## src/rtl/aes_pkg.sv

```systemverilog
// Shared AES key-expansion types and helpers: key-length encoding, per-length
// word/round counts and the GF(2^8) doubling used for rcon and InvMixColumns.
package aes_pkg;

  typedef enum logic [1:0] {
    K128 = 2'b00,
    K192 = 2'b01,
    K256 = 2'b10,
    KRSV = 2'b11
  } keylen_t;

  localparam int NR_MAX = 14;
  localparam int NW_MAX = 60;

  // Number of 32-bit key words (Nk) for a key length
  function automatic logic [3:0] nk_of(input keylen_t m);
    case (m)
      K192:    nk_of = 4'd6;
      K256:    nk_of = 4'd8;
      default: nk_of = 4'd4;
    endcase
  endfunction

  // Number of cipher rounds (Nr) for a key length
  function automatic logic [3:0] nr_of(input keylen_t m);
    case (m)
      K192:    nr_of = 4'd12;
      K256:    nr_of = 4'd14;
      default: nr_of = 4'd10;
    endcase
  endfunction

  // Key width in bits; reserved encoding reports 0
  function automatic int keybits_of(input keylen_t m);
    case (m)
      K128:    keybits_of = 128;
      K192:    keybits_of = 192;
      K256:    keybits_of = 256;
      default: keybits_of = 0;
    endcase
  endfunction

  // Multiply by x in GF(2^8) modulo x^8+x^4+x^3+x+1
  function automatic logic [7:0] xtime(input logic [7:0] b);
    xtime = {b[6:0], 1'b0} ^ (b[7] ? 8'h1b : 8'h00);
  endfunction

endpackage

```

## src/rtl/key_word_step.sv

```systemverilog
// One step of the AES key expansion: w[i] from w[i-1], w[i-Nk], the wrap
// position j = i mod Nk, Nk and the current rcon. Purely combinational.
module key_word_step (
  input  logic [31:0] prev,
  input  logic [31:0] old,
  input  logic [2:0]  j,
  input  logic [3:0]  nk,
  input  logic [7:0]  rcon,
  output logic [31:0] word
);

  logic [31:0] rot;
  logic [31:0] sub_in;
  logic [31:0] sub_out;

  // RotWord is pure wiring; the S-box is shared between the j=0 and j=4 cases
  assign rot = {prev[23:0], prev[31:24]};
  assign sub_in = (j == 3'd0) ? rot : prev;

  subword u_subword (
    .word_in  (sub_in),
    .word_out (sub_out)
  );

  // Select the temp word and fold in w[i-Nk]
  always_comb begin
    word = old ^ prev;
    if (j == 3'd0) begin
      word = old ^ sub_out ^ {rcon, 24'h0};
    end else if ((nk == 4'd8) && (j == 3'd4)) begin
      word = old ^ sub_out;
    end
  end

endmodule

```

## src/rtl/subword.sv

```systemverilog
// SubWord: AES S-box applied independently to each byte of a 32-bit word.
module subword (
  input  logic [31:0] word_in,
  output logic [31:0] word_out
);

  localparam logic [7:0] SBOX [256] = '{
    8'h63, 8'h7c, 8'h77, 8'h7b, 8'hf2, 8'h6b, 8'h6f, 8'hc5, 8'h30, 8'h01, 8'h67, 8'h2b, 8'hfe, 8'hd7, 8'hab, 8'h76,
    8'hca, 8'h82, 8'hc9, 8'h7d, 8'hfa, 8'h59, 8'h47, 8'hf0, 8'had, 8'hd4, 8'ha2, 8'haf, 8'h9c, 8'ha4, 8'h72, 8'hc0,
    8'hb7, 8'hfd, 8'h93, 8'h26, 8'h36, 8'h3f, 8'hf7, 8'hcc, 8'h34, 8'ha5, 8'he5, 8'hf1, 8'h71, 8'hd8, 8'h31, 8'h15,
    8'h04, 8'hc7, 8'h23, 8'hc3, 8'h18, 8'h96, 8'h05, 8'h9a, 8'h07, 8'h12, 8'h80, 8'he2, 8'heb, 8'h27, 8'hb2, 8'h75,
    8'h09, 8'h83, 8'h2c, 8'h1a, 8'h1b, 8'h6e, 8'h5a, 8'ha0, 8'h52, 8'h3b, 8'hd6, 8'hb3, 8'h29, 8'he3, 8'h2f, 8'h84,
    8'h53, 8'hd1, 8'h00, 8'hed, 8'h20, 8'hfc, 8'hb1, 8'h5b, 8'h6a, 8'hcb, 8'hbe, 8'h39, 8'h4a, 8'h4c, 8'h58, 8'hcf,
    8'hd0, 8'hef, 8'haa, 8'hfb, 8'h43, 8'h4d, 8'h33, 8'h85, 8'h45, 8'hf9, 8'h02, 8'h7f, 8'h50, 8'h3c, 8'h9f, 8'ha8,
    8'h51, 8'ha3, 8'h40, 8'h8f, 8'h92, 8'h9d, 8'h38, 8'hf5, 8'hbc, 8'hb6, 8'hda, 8'h21, 8'h10, 8'hff, 8'hf3, 8'hd2,
    8'hcd, 8'h0c, 8'h13, 8'hec, 8'h5f, 8'h97, 8'h44, 8'h17, 8'hc4, 8'ha7, 8'h7e, 8'h3d, 8'h64, 8'h5d, 8'h19, 8'h73,
    8'h60, 8'h81, 8'h4f, 8'hdc, 8'h22, 8'h2a, 8'h90, 8'h88, 8'h46, 8'hee, 8'hb8, 8'h14, 8'hde, 8'h5e, 8'h0b, 8'hdb,
    8'he0, 8'h32, 8'h3a, 8'h0a, 8'h49, 8'h06, 8'h24, 8'h5c, 8'hc2, 8'hd3, 8'hac, 8'h62, 8'h91, 8'h95, 8'he4, 8'h79,
    8'he7, 8'hc8, 8'h37, 8'h6d, 8'h8d, 8'hd5, 8'h4e, 8'ha9, 8'h6c, 8'h56, 8'hf4, 8'hea, 8'h65, 8'h7a, 8'hae, 8'h08,
    8'hba, 8'h78, 8'h25, 8'h2e, 8'h1c, 8'ha6, 8'hb4, 8'hc6, 8'he8, 8'hdd, 8'h74, 8'h1f, 8'h4b, 8'hbd, 8'h8b, 8'h8a,
    8'h70, 8'h3e, 8'hb5, 8'h66, 8'h48, 8'h03, 8'hf6, 8'h0e, 8'h61, 8'h35, 8'h57, 8'hb9, 8'h86, 8'hc1, 8'h1d, 8'h9e,
    8'he1, 8'hf8, 8'h98, 8'h11, 8'h69, 8'hd9, 8'h8e, 8'h94, 8'h9b, 8'h1e, 8'h87, 8'he9, 8'hce, 8'h55, 8'h28, 8'hdf,
    8'h8c, 8'ha1, 8'h89, 8'h0d, 8'hbf, 8'he6, 8'h42, 8'h68, 8'h41, 8'h99, 8'h2d, 8'h0f, 8'hb0, 8'h54, 8'hbb, 8'h16
  };

  // Byte-wise table lookup
  always_comb begin
    word_out = {SBOX[word_in[31:24]], SBOX[word_in[23:16]],
                SBOX[word_in[15:8]],  SBOX[word_in[7:0]]};
  end

endmodule

```

## src/rtl/key_schedule.sv

```systemverilog
// Run-time selectable AES key expansion (128/192/256) with an indexed round
// key store readable in any order while later rounds are still generated.
// Optional macro KEYSCHED_EQINV_EN adds rd_inv, which returns InvMixColumns of
// middle round keys for the equivalent inverse cipher.
module key_schedule
  import aes_pkg::*;
#(
  parameter int KMAX = 256,
  parameter int IDXW = 4
) (
  input  logic            clk,
  input  logic            reset,
  input  logic            start,
  input  logic [1:0]      mode,
  input  logic [KMAX-1:0] key,
  output logic            busy,
  output logic            done,
  output logic            err,
  output logic [3:0]      nr,
  input  logic            rd_en,
  input  logic [IDXW-1:0] rd_idx,
`ifdef KEYSCHED_EQINV_EN
  input  logic            rd_inv,
`endif
  output logic [127:0]    rd_key,
  output logic            rd_valid
);

  typedef enum logic [1:0] {IDLE, GEN, DONE} state_t;

  localparam int DEPTH = 2 ** IDXW;

  state_t         state, state_nxt;
  keylen_t        mode_k;
  logic           mode_legal, accept, reject;
  logic           gen, key_phase, last_word;
  logic [3:0]     nk;
  logic [5:0]     cnt, nw;
  logic [2:0]     j;
  logic [7:0]     rcon;
  logic [DEPTH-1:0] valid;
  logic [31:0]    key_words [8];
  logic [31:0]    win [8];
  logic [31:0]    acc [3];
  logic [127:0]   store [DEPTH];
  logic [31:0]    step_word, gen_word;
  logic           idx_ok, rd_hit;
  logic [127:0]   rd_word, rd_data;

`ifdef KEYSCHED_EQINV_EN
  function automatic logic [7:0] gmul(input logic [7:0] a, input logic [3:0] c);
    logic [7:0] a2, a4, a8;
    a2 = xtime(a);
    a4 = xtime(a2);
    a8 = xtime(a4);
    gmul = (c[0] ? a : 8'h00) ^ (c[1] ? a2 : 8'h00) ^
           (c[2] ? a4 : 8'h00) ^ (c[3] ? a8 : 8'h00);
  endfunction

  function automatic logic [31:0] inv_mix_col(input logic [31:0] c);
    logic [7:0] a0, a1, a2, a3;
    {a0, a1, a2, a3} = c;
    inv_mix_col = {gmul(a0, 4'd14) ^ gmul(a1, 4'd11) ^ gmul(a2, 4'd13) ^ gmul(a3, 4'd9),
                   gmul(a0, 4'd9)  ^ gmul(a1, 4'd14) ^ gmul(a2, 4'd11) ^ gmul(a3, 4'd13),
                   gmul(a0, 4'd13) ^ gmul(a1, 4'd9)  ^ gmul(a2, 4'd14) ^ gmul(a3, 4'd11),
                   gmul(a0, 4'd11) ^ gmul(a1, 4'd13) ^ gmul(a2, 4'd9)  ^ gmul(a3, 4'd14)};
  endfunction

  function automatic logic [127:0] inv_mix(input logic [127:0] k);
    inv_mix = {inv_mix_col(k[127:96]), inv_mix_col(k[95:64]),
               inv_mix_col(k[63:32]),  inv_mix_col(k[31:0])};
  endfunction
`endif

  // MSB-aligned key split into words; words beyond KMAX read as zero
  for (genvar g = 0; g < 8; g++) begin : g_kw
    if (g < KMAX / 32) begin : g_in
      assign key_words[g] = key[KMAX-1-32*g -: 32];
    end else begin : g_zero
      assign key_words[g] = '0;
    end
  end

  assign mode_k     = keylen_t'(mode);
  assign mode_legal = (mode_k != KRSV) && (keybits_of(mode_k) <= KMAX);
  assign accept     = start && !busy && mode_legal;
  assign reject     = start && !busy && !mode_legal;

  assign busy      = (state == GEN);
  assign done      = (state == DONE);
  assign gen       = (state == GEN);
  assign key_phase = ({2'b00, nk} > cnt);
  assign nw        = {nr + 4'd1, 2'b00};
  assign last_word = gen && (cnt == nw - 6'd1);

  // Window slots 0..Nk-1 hold w[i-Nk..i-1] once the key words are used up
  key_word_step u_step (
    .prev (win[3'(nk - 4'd1)]),
    .old  (win[0]),
    .j    (j),
    .nk   (nk),
    .rcon (rcon),
    .word (step_word)
  );

  assign gen_word = key_phase ? win[cnt[2:0]] : step_word;

  // FSM state register
  always_ff @(posedge clk or negedge reset) begin
    if (!reset) state <= IDLE;
    else        state <= state_nxt;
  end

  // FSM next state: a legal start from IDLE or DONE launches a new expansion
  always_comb begin
    state_nxt = state;
    case (state)
      IDLE:    if (accept) state_nxt = GEN;
      GEN:     if (last_word) state_nxt = DONE;
      DONE:    if (accept) state_nxt = GEN;
      default: state_nxt = IDLE;
    endcase
  end

  // Control: latched mode, word/wrap counters, rcon, entry valid bits, err pulse
  always_ff @(posedge clk or negedge reset) begin
    if (!reset) begin
      err   <= 1'b0;
      nr    <= 4'd0;
      nk    <= 4'd0;
      cnt   <= 6'd0;
      j     <= 3'd0;
      rcon  <= 8'h01;
      valid <= '0;
    end else begin
      err <= reject;
      if (accept) begin
        nk    <= nk_of(mode_k);
        nr    <= nr_of(mode_k);
        cnt   <= 6'd0;
        j     <= 3'd0;
        rcon  <= 8'h01;
        valid <= '0;
      end else if (gen) begin
        cnt <= cnt + 6'd1;
        j   <= (j == 3'(nk - 4'd1)) ? 3'd0 : j + 3'd1;
        if (!key_phase && (j == 3'd0)) rcon <= xtime(rcon);
        if (cnt[1:0] == 2'b11) valid[IDXW'(cnt[5:2])] <= 1'b1;
      end
    end
  end

  // Datapath: key window, 4-word packer and round key store (no reset needed)
  always_ff @(posedge clk) begin
    if (accept) begin
      for (int k = 0; k < 8; k++) win[k] <= key_words[k];
    end else if (gen) begin
      if (!key_phase) begin
        for (int m = 0; m < 7; m++) begin
          if (m < int'(nk) - 1) win[m] <= win[m+1];
        end
        win[3'(nk - 4'd1)] <= step_word;
      end
      case (cnt[1:0])
        2'd0:    acc[0] <= gen_word;
        2'd1:    acc[1] <= gen_word;
        2'd2:    acc[2] <= gen_word;
        default: store[IDXW'(cnt[5:2])] <= {acc[0], acc[1], acc[2], gen_word};
      endcase
    end
  end

  assign idx_ok  = (int'(rd_idx) <= int'(nr));
  assign rd_hit  = rd_en && idx_ok && valid[rd_idx];
  assign rd_word = store[rd_idx];

`ifdef KEYSCHED_EQINV_EN
  logic inv_sel;
  assign inv_sel = rd_inv && (rd_idx != '0) && (int'(rd_idx) < int'(nr));
  assign rd_data = inv_sel ? inv_mix(rd_word) : rd_word;
`else
  assign rd_data = rd_word;
`endif

  // ---- read stage p1: registered response, zero when not valid ----
  always_ff @(posedge clk or negedge reset) begin
    if (!reset) begin
      rd_valid <= 1'b0;
      rd_key   <= '0;
    end else begin
      rd_valid <= rd_hit;
      rd_key   <= rd_hit ? rd_data : '0;
    end
  end

endmodule

```

## config.mk

```make
export PLATFORM = sky130hd
export DESIGN_NAME = key_schedule
export DESIGN_NICKNAME = d
export VERILOG_FILES = /design/src/rtl/aes_pkg.sv /design/src/rtl/key_word_step.sv /design/src/rtl/subword.sv /design/src/rtl/key_schedule.sv
export SDC_FILE = /design/constraint.sdc
export NUM_CORES = 2
export LEC_CHECK = 0
export ABC_AREA = 1
export CELL_PAD_IN_SITES_DETAIL_PLACEMENT = 1
export CELL_PAD_IN_SITES_GLOBAL_PLACEMENT = 2
export CORE_AREA = 2 2 512 769
export DETAILED_ROUTE_END_ITERATION = 6
export DIE_AREA = 0 0 514 771
export DONT_BUFFER_PORTS = 1
export GPL_TIMING_DRIVEN = 1
export PLACE_DENSITY = 0.67
export SETUP_SLACK_MARGIN = 0.1
export SLEW_MARGIN = 30
export SYNTH_ARGS = -nofsm -noshare
export SYNTH_HDL_FRONTEND = slang
export SYNTH_SLANG_ARGS = --single-unit
```

## constraint.sdc

```tcl
create_clock -name clk -period 14 [get_ports clk]
set_clock_uncertainty 0.05 [all_clocks]
set_input_delay 2.8 -clock clk [delete_from_list [all_inputs] [get_ports clk]]
set_output_delay 2.8 -clock clk [all_outputs]
set_load 0.05 [all_outputs]
```

==> metrics.csv <==
metric,value,unit
rsz_0062_raised_after_global_routing,false,
post_layout_nonfiller_instances,15890,
worst_ep_arrival_time,7.62,ns
global_route_wire_length_before_repair,663.8,mm
vias_in_the_first_global_route,92160,
placed_cells,15370,
grt.total_usage,0.2275,
cts_resized,0,
io_pins,402,
drive_above_1_share,0.07541,
slowest_delay,0.78,ns
clock_sinks,2571,
placeableCoreArea,0.3896,mm²
endpoint_kind,flop,
part_of_the_yosys_area_used_for_sequential_elements,0.6557,
syn_nets,11230,
place.gp.congestion,0.9042,
mappedNetlistArea,0.1164,mm²
hold_violations_final,0,
critical_path.slowest_cell,o21ai_1,
worst_setup_path_start_kind,flop,
setup_violations,0,
multiInputGateArea,0.03587,mm²
via_per_inst,5.576,
area_growth,12.10,%
post-route-period-util,0.5140,
syn-mean-instance-area,10.69,µm²
timing.setup.tns,0,ns
cts_inserted_buffers,280,
timing.critical_path.mode_cell,nand3_1,
htreeDepth,5,
antenna_left,0,
critical_path_buf_inv_count,5,
synth-edff-count,2400,
dp_wirelength,266.8,mm
placement.setup.worst_slack,6.138,ns
cts_hold_buffers,0,
ys_ff_latch,2571,
grt-busiest-layer,met2,
regToRegSetupSlack,6.80,ns
met3_usage,0.03127,
worst_pin_slew,1.749,ns
path_max_fanout,88,
clock.fmax,139.0,MHz
worstPathRequired,14.43,ns
worst_hold_path_type,reg2reg,
root_buffer,clkbuf_16,
violations_in_the_final_reports,"design-rule violations, max-slew violations",
critPathTopFamily,simple AND/OR/NAND/NOR gates,
postLayoutSetupSlackWorst,6.804,ns
cts_tree,yes,
crit_chain,buf_12 -> inv_2 -> ha_1 -> buf_4 -> o21ai_0 -> o21ai_1 -> o21ai_2 -> ha_1 -> inv_1 -> nand2_2 -> inv_1 -> nor2_2 -> nand2_1 -> nand3_1 -> nand3_1 -> nand2_1 -> nand2_1 -> nand3_1 -> nand3_1 -> nand3_1 -> nand3_1 -> nand2_2,
post_synth_inst_count,10890,
max-slew-margin-rel,-0.1661,
finish.net_count,10900,
grt_use_met2,0.3925,
synth-warning-count,0,
drc,2,
worst_skew_pair.late_latency,0.86,ns
via_count,88600,
die_height,771,µm
postCtsSetupRepairBufs,0,
sequential_cell_area,0.07636,mm²
drt_first_iter_violations,7799,
std_cell_rows,281,
path_clk_slew,0.06,ns
timing_max_transition_violations_final,118,
die_width,514,µm
ffs_w_async_s_r_synth,0.06651,
fill_cells,42980,
initial_core_utilization,0.2989,
io_buffers,0,
drt_wl_total,465.2,mm
maxCapViolations,0,
synthDistinctLibCells,52,
wire_per_inst,29.28,µm
grt_start_max_net_pins,359,
gr-total-overflow,0,
grt.met1_usage,0.2868,
max-clock-path-buffers,4,
antenna_violations_before_repair,42,
setup.worst_path.class,reg2reg,
synth_flop_cell,edfxtp_1,
period_needed,7.196,ns
dieArea,0.3963,mm²
detailedRoute.firstPassIterationCount,7,
status,"finished, violations left",
## worst register-to-register path, cell delays in order, from the launching register on
cell and delay (ns):
dfrtp_2 0.37, buf_12 0.34, inv_2 0.39, ha_1 0.44
buf_4 0.52, o21ai_0 0.22, o21ai_1 0.78, o21ai_2 0.43
ha_1 0.46, inv_1 0.07, nand2_2 0.29, inv_1 0.16
nor2_2 0.30, nand2_1 0.12, nand3_1 0.09, nand3_1 0.20
nand2_1 0.14, nand2_1 0.06, nand3_1 0.09, nand3_1 0.18
nand3_1 0.27, nand3_1 0.13, nand2_2 0.70
## Yosys cell counts, types with 10 or more instances
| cell type | n | area share |
|---|---|---|
| nor3_1 | 32 | 0.0014 |
| inv_2 | 32 | 0.0010 |
| a21oi_1 | 1147 | 0.049 |
| a22oi_1 | 128 | 0.0083 |
| buf_6 | 15 | 0.0015 |
| or2_2 | 45 | 0.0024 |
| a211oi_1 | 227 | 0.015 |
| clkbuf_1 | 559 | 0.018 |
| edfxtp_1 | 2400 | 0.62 |
| o22ai_1 | 12 | 0.00064 |
| ha_1 | 74 | 0.0080 |
| nand3b_1 | 13 | 0.00084 |
| nor2_2 | 11 | 0.00059 |
| o21ai_2 | 23 | 0.0017 |
| nand3_1 | 1174 | 0.050 |
| nand2_2 | 45 | 0.0024 |
| xnor2_1 | 10 | 0.00075 |
| o21ai_1 | 46 | 0.0020 |
| buf_1 | 55 | 0.0018 |
| dfrtp_1 | 170 | 0.037 |
| nor2_1 | 165 | 0.0053 |
| o211ai_1 | 140 | 0.0090 |
| buf_4 | 36 | 0.0023 |
| inv_1 | 290 | 0.0093 |
| buf_2 | 115 | 0.0049 |
| o21ai_0 | 541 | 0.023 |
| a32oi_1 | 128 | 0.0096 |
| a221oi_1 | 158 | 0.012 |
| nand2_1 | 3031 | 0.098 |
## metal layers
metal / vias up / wire length [µm]
met5: - / 307
li1: 38760 / -
met2: 2855 / 228700
met1: 46080 / 192400
met4: 46 / 19830
met3: 854 / 23990
## path summary, 6_finish.rpt
check | startpoint | endpoint | depth (start not counted)
setup / recovery | nk[1] | store[12][3] | 22
setup reg to reg | nk[1] | store[12][3] | 22
hold reg to reg | valid[3] | valid[3] | 2
max in group asynchronous | reset | rcon[0] | 0
min in group asynchronous | reset | rd_key[82] | 0
hold / removal | valid[3] | valid[3] | 2
## layout make-up
class                   instances  area share
clock buffers                 382     0.06026
inverters                     332    0.009854
well taps                    5094     0.04883
clock inverters               120    0.007247
flip-flops and latches       2571      0.5850
repair buffers                168     0.01374
diodes                         14   0.0002684
multi-input cells            7208      0.2748
## cell families (layout without fill, tap and decap cells)
family | count (synthesis) | in the layout | synth area share
AOI/OAI and AO/OA | 2574 | 2574 | 0.1324
other | 1 | 15 | 0.00003221
adders and majority gates | 74 | 74 | 0.007952
DFF | 2571 | 2571 | 0.6557
and+or+nand+nor | 4541 | 4541 | 0.1633
buffers and inverters | 1112 | 1002 | 0.03925
xor gates and xnor gates | 18 | 18 | 0.001354
## placed cells by master, fill, tap and decap left out, drive strengths merged, types with 2 or more instances in the layout
master,n
nand3b,13
xnor2,10
buf,168
a31oi,6
o22ai,12
or2,45
xor2,8
clkbuf,382
nand2,3082
a32oi,128
clkinv,105
nor3,32
o21ai,617
dfrtp,170
nand4,8
a211oi,227
a221oi,158
ha,74
o211ai,140
a21oi,1148
inv,329
a22oi,128
bufinv,12
edfxtp,2400
diode,14
nand3,1183
o21a,2
nor2,177
clkinvlp,6
## sequential cells by signal, indices dropped and copies added (netlist names), 3 cells and up
| signal | count |
|---|---|
| rd_key | 128 |
| j | 3 |
| nk | 3 |
| valid | 16 |
| acc | 96 |
| cnt | 6 |
| rcon | 8 |
| store | 2048 |
| nr | 3 |
| win | 256 |
## per-stage QoR
step / util / hold slack (ns) / cell area, µm²
final: 0.3351 / 0.4468 / 130500
after global routing: 0.3350 / 0.4854 / 130500
after CTS: 0.3345 / 0.4490 / 130300
after detailed placement: 0.3119 / 0.4355 / 121500
after global placement: 0.3116 / 0.4181 / 121400
after floorplan: - / 0.4033 / 116400
Power is left out: the tool's default activity adds up to more than one toggle a clock period on the data nets, which glitch-free logic cannot reach.
